File: src/rtl/frontend_read_return.sv
// Read-return responder: buffers full lines from the backend and serializes them as BEATS-word bursts.
// Optional sticky overrun flag o_return_overflow, enabled by defining READ_RETURN_OVERFLOW_CHECK_EN.
//
// state | meaning
// IDLE  | nothing to send, outputs low
// SEND  | presenting beat[beat_cnt] of the head entry
module frontend_read_return #(
  parameter int WORD_WIDTH    = 64,
  parameter int BEATS         = 4,
  parameter int ID_WIDTH      = 4,
  parameter int CORE_ID_WIDTH = 2,
  parameter int DEPTH         = 4
) (
  input  logic                          i_clk,
  input  logic                          i_rst_n,
  output logic                          o_frontend_receive_ready,
  input  logic                          i_returned_data_valid,
  input  logic [WORD_WIDTH*BEATS-1:0]   i_returned_data,
  input  logic [ID_WIDTH-1:0]           i_returned_request_id,
  input  logic [CORE_ID_WIDTH-1:0]      i_returned_core_id,
  input  logic                          i_interconnection_ready,
  output logic                          o_scheduler_request_valid,
  output logic [WORD_WIDTH-1:0]         o_scheduler_read_data,
  output logic                          o_scheduler_read_data_last,
  output logic [ID_WIDTH-1:0]           o_scheduler_request_ID,
  output logic [CORE_ID_WIDTH-1:0]      o_scheduler_core_id
`ifdef READ_RETURN_OVERFLOW_CHECK_EN
  ,
  output logic                          o_return_overflow
`endif
);

  localparam int LINE_W = WORD_WIDTH * BEATS;
  localparam int PTR_W  = $clog2(DEPTH);
  localparam int CNT_W  = PTR_W + 1;
  localparam int BC_W   = $clog2(BEATS);

  localparam logic [0:0] ST_IDLE = 1'b0;
  localparam logic [0:0] ST_SEND = 1'b1;

  logic [LINE_W-1:0]        line_mem [DEPTH];
  logic [ID_WIDTH-1:0]      id_mem   [DEPTH];
  logic [CORE_ID_WIDTH-1:0] core_mem [DEPTH];

  logic [PTR_W-1:0] wr_ptr;
  logic [PTR_W-1:0] rd_ptr;
  logic [CNT_W-1:0] count;
  logic [CNT_W-1:0] count_nxt;
  logic [BC_W-1:0]  beat_cnt;
  logic [0:0]       state;
  logic [0:0]       state_nxt;

  logic              push;
  logic              pop;
  logic              beat_hs;
  logic              last_beat;
  logic              sending;
  logic [LINE_W-1:0] head_line;
  logic [WORD_WIDTH-1:0] head_beat;

  // Ready decodes the registered count only, so a same-cycle pop never opens a full FIFO.
  assign o_frontend_receive_ready = (count != CNT_W'(DEPTH));

  assign push      = i_returned_data_valid && o_frontend_receive_ready;
  assign sending   = (state == ST_SEND);
  assign last_beat = (beat_cnt == BC_W'(BEATS - 1));
  assign beat_hs   = sending && i_interconnection_ready;
  assign pop       = beat_hs && last_beat;

  always_comb begin
    count_nxt = count;
    if (push && !pop) begin
      count_nxt = count + 1'b1;
    end else if (pop && !push) begin
      count_nxt = count - 1'b1;
    end
  end

  always_ff @(posedge i_clk) begin
    if (push) begin
      line_mem[wr_ptr] <= i_returned_data;
      id_mem[wr_ptr]   <= i_returned_request_id;
      core_mem[wr_ptr] <= i_returned_core_id;
    end
  end

  always_ff @(posedge i_clk or negedge i_rst_n) begin
    if (!i_rst_n) begin
      wr_ptr <= '0;
      rd_ptr <= '0;
      count  <= '0;
    end else begin
      if (push) begin
        wr_ptr <= wr_ptr + 1'b1;
      end
      if (pop) begin
        rd_ptr <= rd_ptr + 1'b1;
      end
      count <= count_nxt;
    end
  end

  always_comb begin
    state_nxt = state;
    case (state)
      ST_IDLE: begin
        if (count != '0) begin
          state_nxt = ST_SEND;
        end
      end
      ST_SEND: begin
        // A waiting entry (including one pushed this cycle) follows with no bubble.
        if (pop && (count_nxt == '0)) begin
          state_nxt = ST_IDLE;
        end
      end
      default: state_nxt = ST_IDLE;
    endcase
  end

  always_ff @(posedge i_clk or negedge i_rst_n) begin
    if (!i_rst_n) begin
      state    <= ST_IDLE;
      beat_cnt <= '0;
    end else begin
      state <= state_nxt;
      if (beat_hs) begin
        beat_cnt <= last_beat ? '0 : beat_cnt + 1'b1;
      end
    end
  end

  assign head_line = line_mem[rd_ptr];

  always_comb begin
    head_beat = '0;
    for (int k = 0; k < BEATS; k++) begin
      if (beat_cnt == BC_W'(k)) begin
        head_beat = head_line[k*WORD_WIDTH +: WORD_WIDTH];
      end
    end
  end

  // Outputs are gated by state so reset forces them to zero without touching storage.
  assign o_scheduler_request_valid  = sending;
  assign o_scheduler_read_data      = sending ? head_beat : '0;
  assign o_scheduler_read_data_last = sending && last_beat;
  assign o_scheduler_request_ID     = sending ? id_mem[rd_ptr] : '0;
  assign o_scheduler_core_id        = sending ? core_mem[rd_ptr] : '0;

`ifdef READ_RETURN_OVERFLOW_CHECK_EN
  always_ff @(posedge i_clk or negedge i_rst_n) begin
    if (!i_rst_n) begin
      o_return_overflow <= 1'b0;
    end else if (i_returned_data_valid && !o_frontend_receive_ready) begin
      o_return_overflow <= 1'b1;
    end
  end
`else
  // Without the flag, lines offered while full are dropped silently.
`endif

endmodule

File: config.mk
export PLATFORM = sky130hd
export DESIGN_NAME = frontend_read_return
export DESIGN_NICKNAME = d
export VERILOG_FILES = /design/src/rtl/frontend_read_return.sv
export SDC_FILE = /design/constraint.sdc
export NUM_CORES = 1
export LEC_CHECK = 0
export CAP_MARGIN = 10
export CORE_MARGIN = 2
export CORE_UTILIZATION = 60
export CTS_BUF_LIST = sky130_fd_sc_hd__clkbuf_8
export DETAILED_ROUTE_END_ITERATION = 7
export GPL_TIMING_DRIVEN = 0
export PLACE_DENSITY = 0.91
export SETUP_SLACK_MARGIN = 0.05
export SYNTH_ARGS = -nofsm -noshare
export SYNTH_HDL_FRONTEND = slang
export SYNTH_SLANG_ARGS = --single-unit
File: constraint.sdc
create_clock -name i_clk -period 11.4 [get_ports i_clk]
set_input_delay 2.28 -clock i_clk [delete_from_list [all_inputs] [get_ports i_clk]]
set_output_delay 2.28 -clock i_clk [all_outputs]
set_load 0.005 [all_outputs]
* Word-level counts from Yosys, hierarchy flattened
Memories as Yosys holds them, arrays and structs flattened.
Index checks and enable logic that the tools add are counted.
** Storage, ports and cells
- Bits of input ports :: 266
- Memory bits (writable) :: 1048
- Memories kept :: 3
- Logic and storage cells :: 45
- Flip-flop bits (word level) :: 10
- Output and inout port bits :: 73
** Cells by class
- Add/sub/neg operators :: 5
- Muxes and demuxes :: 15
- Bitwise gates (word level) :: 1
- Equality and inequality tests :: 4
- Reduce and logical (&&, ||, !) cells :: 12
** Memories
- line_mem :: depth 4, width 256, read ports 1, clocked after memory_dff 0, write ports 1, line 41 : logic [LINE_W-1:0] line_mem [DEPTH];
- id_mem :: depth 4, width 4, read ports 1, clocked after memory_dff 0, write ports 1, line 42 : logic [ID_WIDTH-1:0] id_mem [DEPTH];
- core_mem :: depth 4, width 2, read ports 1, clocked after memory_dff 0, write ports 1, line 43 : logic [CORE_ID_WIDTH-1:0] core_mem [DEPTH];
** Operators with widths (count)
- 2-to-1 mux 64 bit :: 5
- logical AND 1 bit :: 7
- adder 2 x 1 -> 2 bit, second input constant :: 3
- 2-to-1 mux 3 bit :: 2
- == test 2 bit, second input constant :: 2
- 2-to-1 mux 1 bit :: 4
- 2-to-1 mux 2 bit :: 2
- 2-to-1 mux 4 bit :: 1
- adder 3 x 1 -> 3 bit, second input constant :: 1
- logical NOT 3 bit :: 1
- != test 3 bit, second input constant :: 1
- nonzero test 3 bit :: 1
- subtractor 3 x 1 -> 3 bit, second input constant :: 1
- == test 2 x 1 -> 1 bit, second input constant :: 1
- logical NOT 1 bit :: 2
- logical NOT 2 bit :: 1
- one-hot mux 1 bit (2 select lines) :: 1
- inverter 1 bit :: 1

* Longest topological paths before layout
- Depth after elaboration :: 10
- Depth in mapped cells :: 8
- Depth with buffers taken out :: 6

* Least setup slack after synthesis
OpenSTA, ideal clock, no wires.
- Kind :: input-to-reg
- Start point :: input port i_returned_data_valid
- End point :: memory core_mem[0][0] (enable)
- Setup time :: 0.656 ns
- Required time :: 10.744 ns
- Buffers on the path :: 1
- Data arrival time :: 8.832 ns
- Setup slack :: 1.911 ns
- Stages :: 3
- Path through :: a21boi_0 > clkbuf_1 > and2_1
** On the way
- Cells in the longest elaborated chain, start to end :: 3
** Ends and longest elaborated chain
- start, declared :: line 17 : input logic i_returned_data_valid,
- logical AND 1 bit :: line 64 : assign push = i_returned_data_valid && o_frontend_receive_ready;
- 2-to-1 mux 1 bit :: line 80 : if (push) begin
- 2-to-1 mux 1 bit (implied by the code) :: line 83 : core_mem[wr_ptr] <= i_returned_core_id;
- end, declared :: line 43
Every way passes these cells.

* Worst setup path in the final report
- Start point :: register beat_cnt[0]
- End point :: output port o_scheduler_read_data[29]
** On the way
- Cells in the longest elaborated chain, start to end :: 6
- Elaborated cells on any way between the ends :: 9
- Those cells by class :: eq/ne (3); mux (5); reduce/logical (1)
** Ends and longest elaborated chain
- start, declared :: line 49 : logic [BC_W-1:0] beat_cnt;
- start signal, assigned :: line 128 : beat_cnt <= last_beat ? '0 : beat_cnt + 1'b1;
- logical NOT 2 bit :: line 138 : if (beat_cnt == BC_W'(k)) begin
- 2-to-1 mux 64 bit (3 in a row) :: line 138
- 2-to-1 mux 64 bit * :: line 138
- 2-to-1 mux 64 bit * :: line 146 : assign o_scheduler_read_data = sending ? head_beat : '0;
- end, declared :: line 23 : output logic [WORD_WIDTH-1:0] o_scheduler_read_data,
Every way passes the cells marked *; elsewhere a longest branch is shown, timed or not.

==> impl_results.md <==
* Hold Path Sink: count[0]$_DFF_PN0_
* Mean Syn Cell Area at 20.7 sq um
* Setup TNS at 0 ns
* Top cell type's share of synthesized area at 78.3%
* Die area at 69,100 sq um
* Highest-count cells in the layout ignoring fill and taps: edfxtp_1, clkdlybuf4s50_1, mux2i_1
* Worst Hold Depth at 1
* I/O pins at 339
* Syn nets at 2,219
* CTS Hold Buffers Added at 0
* Arrival time worst endpoint at 3.92 ns
* Vias at 21,700
* Worst reg2reg path depth at 7
* Max-slew violation count at 0
* Post-synthesis register bit count at 1,058
* Clock Pin Slew Worst Setup and Hold Paths at 0.06 ns
* Reg power frac at 43.1%
* DR WL/cell at 27.0 um
* CTS root buf: clkbuf_8
* Drt pass-1 iters at 5
* Mapped cell area at 40,200 sq um
* Outcome: complete, no violations
* NetSw at 0.00393 W
* Clk sinks at 1,058
* Post-route cell area at 48,200 sq um
* Detail Route Antenna Nets at 0
* RR Startpoint: count[0]$_DFF_PN0_
* Worst-Margin Slew at 0.845 ns
* DRT Wirelength at 93,700 um
* Peak Freq at 161 MHz
* Core area at 66,100 sq um
* RSZ-0062 raised after global routing: no
* Largest cells by area after synthesis: edfxtp_1, mux4_2, mux2i_1
* R2R Path End: line_mem[2][223]$_DFFE_PP_
* Hold path start: count[0]$_DFF_PN0_
* Clock Skews at 0.0348 ns
* CTS H-Tree Depth at 4
* Area grow syn2layout at 19.8%
* Cell Pwr Density at 255 nW/um^2
* Max_cap viols at 0
* CP max FO at 10
* Maximum VDD drop at 191 uV
* Hold Vio Cnt, Final at 0
* Final Non-Filler Cells at 3,466
* Nets at 2,739
* DP HPWL at 59,800 um
* Int Pwr at 0.00837 W
* Final period utilization at 54.4%
* Sequential area share after synthesis at 78.9%
* Port buffer count at 338
* Hold Crit Class: reg -> reg
* Vias in the first global route at 22,700
* Yosys cell types at 36
* Reg-to-reg slack, setup at 7.93 ns
* First-pass GRT wire length at 139,000 um
* Hold slack at 0.556 ns
* Initial antenna violation count at 19
* Pwr Total at 0.0123 W
* Placer Congestion at 0.786
* Final setup fails at 0
* Initial Util at 60.8%
* Largest net degree at the start of global routing at 61
* Worst-skew pair later-pin latency at 0.83 ns
* Cell count after synthesis at 1,942
* # placed instances at 3,165
* Rows at 94
* Via density at 6.26
* Drt drc at 0
* Synthesis warning total at 0
* Post-CTS sizing at 0
* Type of the worst setup path: reg -> out
* CTS buffer count at 159
* GRT Overall Usage at 27.1%
* Post-CTS Setup Inserts at 0
* Layout cells sized above 1 at 15.9%
* Net Sw Frac at 32.0%
* Critical Path Sink Type: output pin
* Iteration-0 DRC count of the detailed router at 2,910
* Area post-placement at 45,200 sq um
* Most common cell after layout, fill and taps aside: edfxtp_1
* Final Critical Period at 6.20 ns
* Clk pwr share at 23.0%
* Synth area leader: edfxtp_1
* Lkg Pwr at 16.4 nW
* Setup crit start kind: flop
* GRT overflow at 0
* Clock buffer depth at 3
* Logic pwr share at 33.9%
* Crit path required time at 9.12 ns
* Rel. slew slack at 43.6%
* Die Ht at 263 um
* Die X at 263 um
* TritonCTS clock tree: built
==> cells in the mapped netlist <==
cell type  instances
a21boi_0           1
buf_1              5
a32oi_1            1
and3b_1            1
and2_1            12
xnor2_1            5
a21o_1             1
nor2_1             4
mux4_1             5
nand2b_1           2
o21ai_1            4
and3_1             1
or3b_1             1
buf_6             11
mux2i_1          256
nor3_1             1
ha_1              11
nor3b_2            1
xor2_1             1
a2bb2oi_1          1
inv_1              6
o21ai_0           62
edfxtp_1        1048
o22ai_1          128
mux4_2           129
nand3b_1           1
o31ai_1            1
a22oi_1           64
nand3_1            2
clkbuf_1          37
buf_4              5
buf_2             51
nand2_1           71
mux2_2             1
dfrtp_1           10
maj3_1             1
==> critical path: stages, from the launching register on <==
cell             delay [ns]
dfrtp_1                0.43
ha_1                   0.31
and3b_1                0.24
clkbuf_1               0.47
buf_16                 0.23
clkbuf_1               0.52
a22oi_1                0.24
nand2_1                0.12
clkdlybuf4s50_1        0.52
==> power groups by stage <==
stage                     registers (W)  logic, W  clock network, W
after floorplan                 0.00553   0.00234                 0
after global placement          0.00572   0.00385                 0
after detailed placement        0.00537   0.00412                 0
after CTS                       0.00530   0.00417           0.00287
after global routing            0.00534   0.00438           0.00303
final                           0.00530   0.00417           0.00283
==> stage by stage <==
step / util [%] / setup slack, ns
6_report: 72.9 / 5.20
3_3_place_gp: 67.6 / -2.87
5_1_grt: 72.8 / 5.07
3_5_place_dp: 68.4 / 6.00
4_1_cts: 72.8 / 5.13
2_1_floorplan: - / 1.91
==> worst max-delay path by stage <==
stage,from,endpoint,slack (ns),depth (start not counted)
after detailed placement,i_returned_data_valid,line_mem[2][218]$_DFFE_PP_,6.00,6
final,beat_cnt[0]$_DFFE_PN0N_,o_scheduler_read_data[29],5.20,8
after global routing,beat_cnt[0]$_DFFE_PN0N_,o_scheduler_read_data[28],5.07,8
after global placement,i_returned_data_valid,line_mem[0][163]$_DFFE_PP_,-2.87,4
after floorplan,i_returned_data_valid,core_mem[0][0]$_DFFE_PP_,1.91,3
after CTS,beat_cnt[0]$_DFFE_PN0N_,o_scheduler_read_data[29],5.13,8
==> state kept, by name, summed over array words and instances (netlist names) <==
name	cells
line_mem	1024
core_mem	8
o_scheduler_request_valid	1
rd_ptr	2
wr_ptr	2
count	3
beat_cnt	2
id_mem	16
==> final cells by class <==
class                   count  area (sq um)
diodes                     13          32.5
plain buffers             109           574
clock buffers             159          2190
clock inverters           129           707
fillers                  3491         17900
inverters                   6          22.5
multi-input cells         769          7910
flip-flops and latches   1058         31700
well taps                 864          1080
repair buffers            359          3920
==> logic make-up after synthesis <==
group	synth area share [%]
flip-flops	78.9
multiplexers	14.0
AO/OA/AOI/OAI	4.11
buffers and inverters	1.48
AND/OR/NAND/NOR	1.06
adder cells (fa/ha/maj)	0.367
XOR/XNOR	0.131
==> layer usage <==
metal  track usage (%)  part of all wire, %  vias up
met2              46.7                   52     1275
met1              33.6                   36    11000
met3              6.44                  9.2      190
li1                  -                    -     9156
met4              10.4                  3.2       18
met5                 0                 0.12        -
No activity file was read; power rests on OpenSTA's default activity.
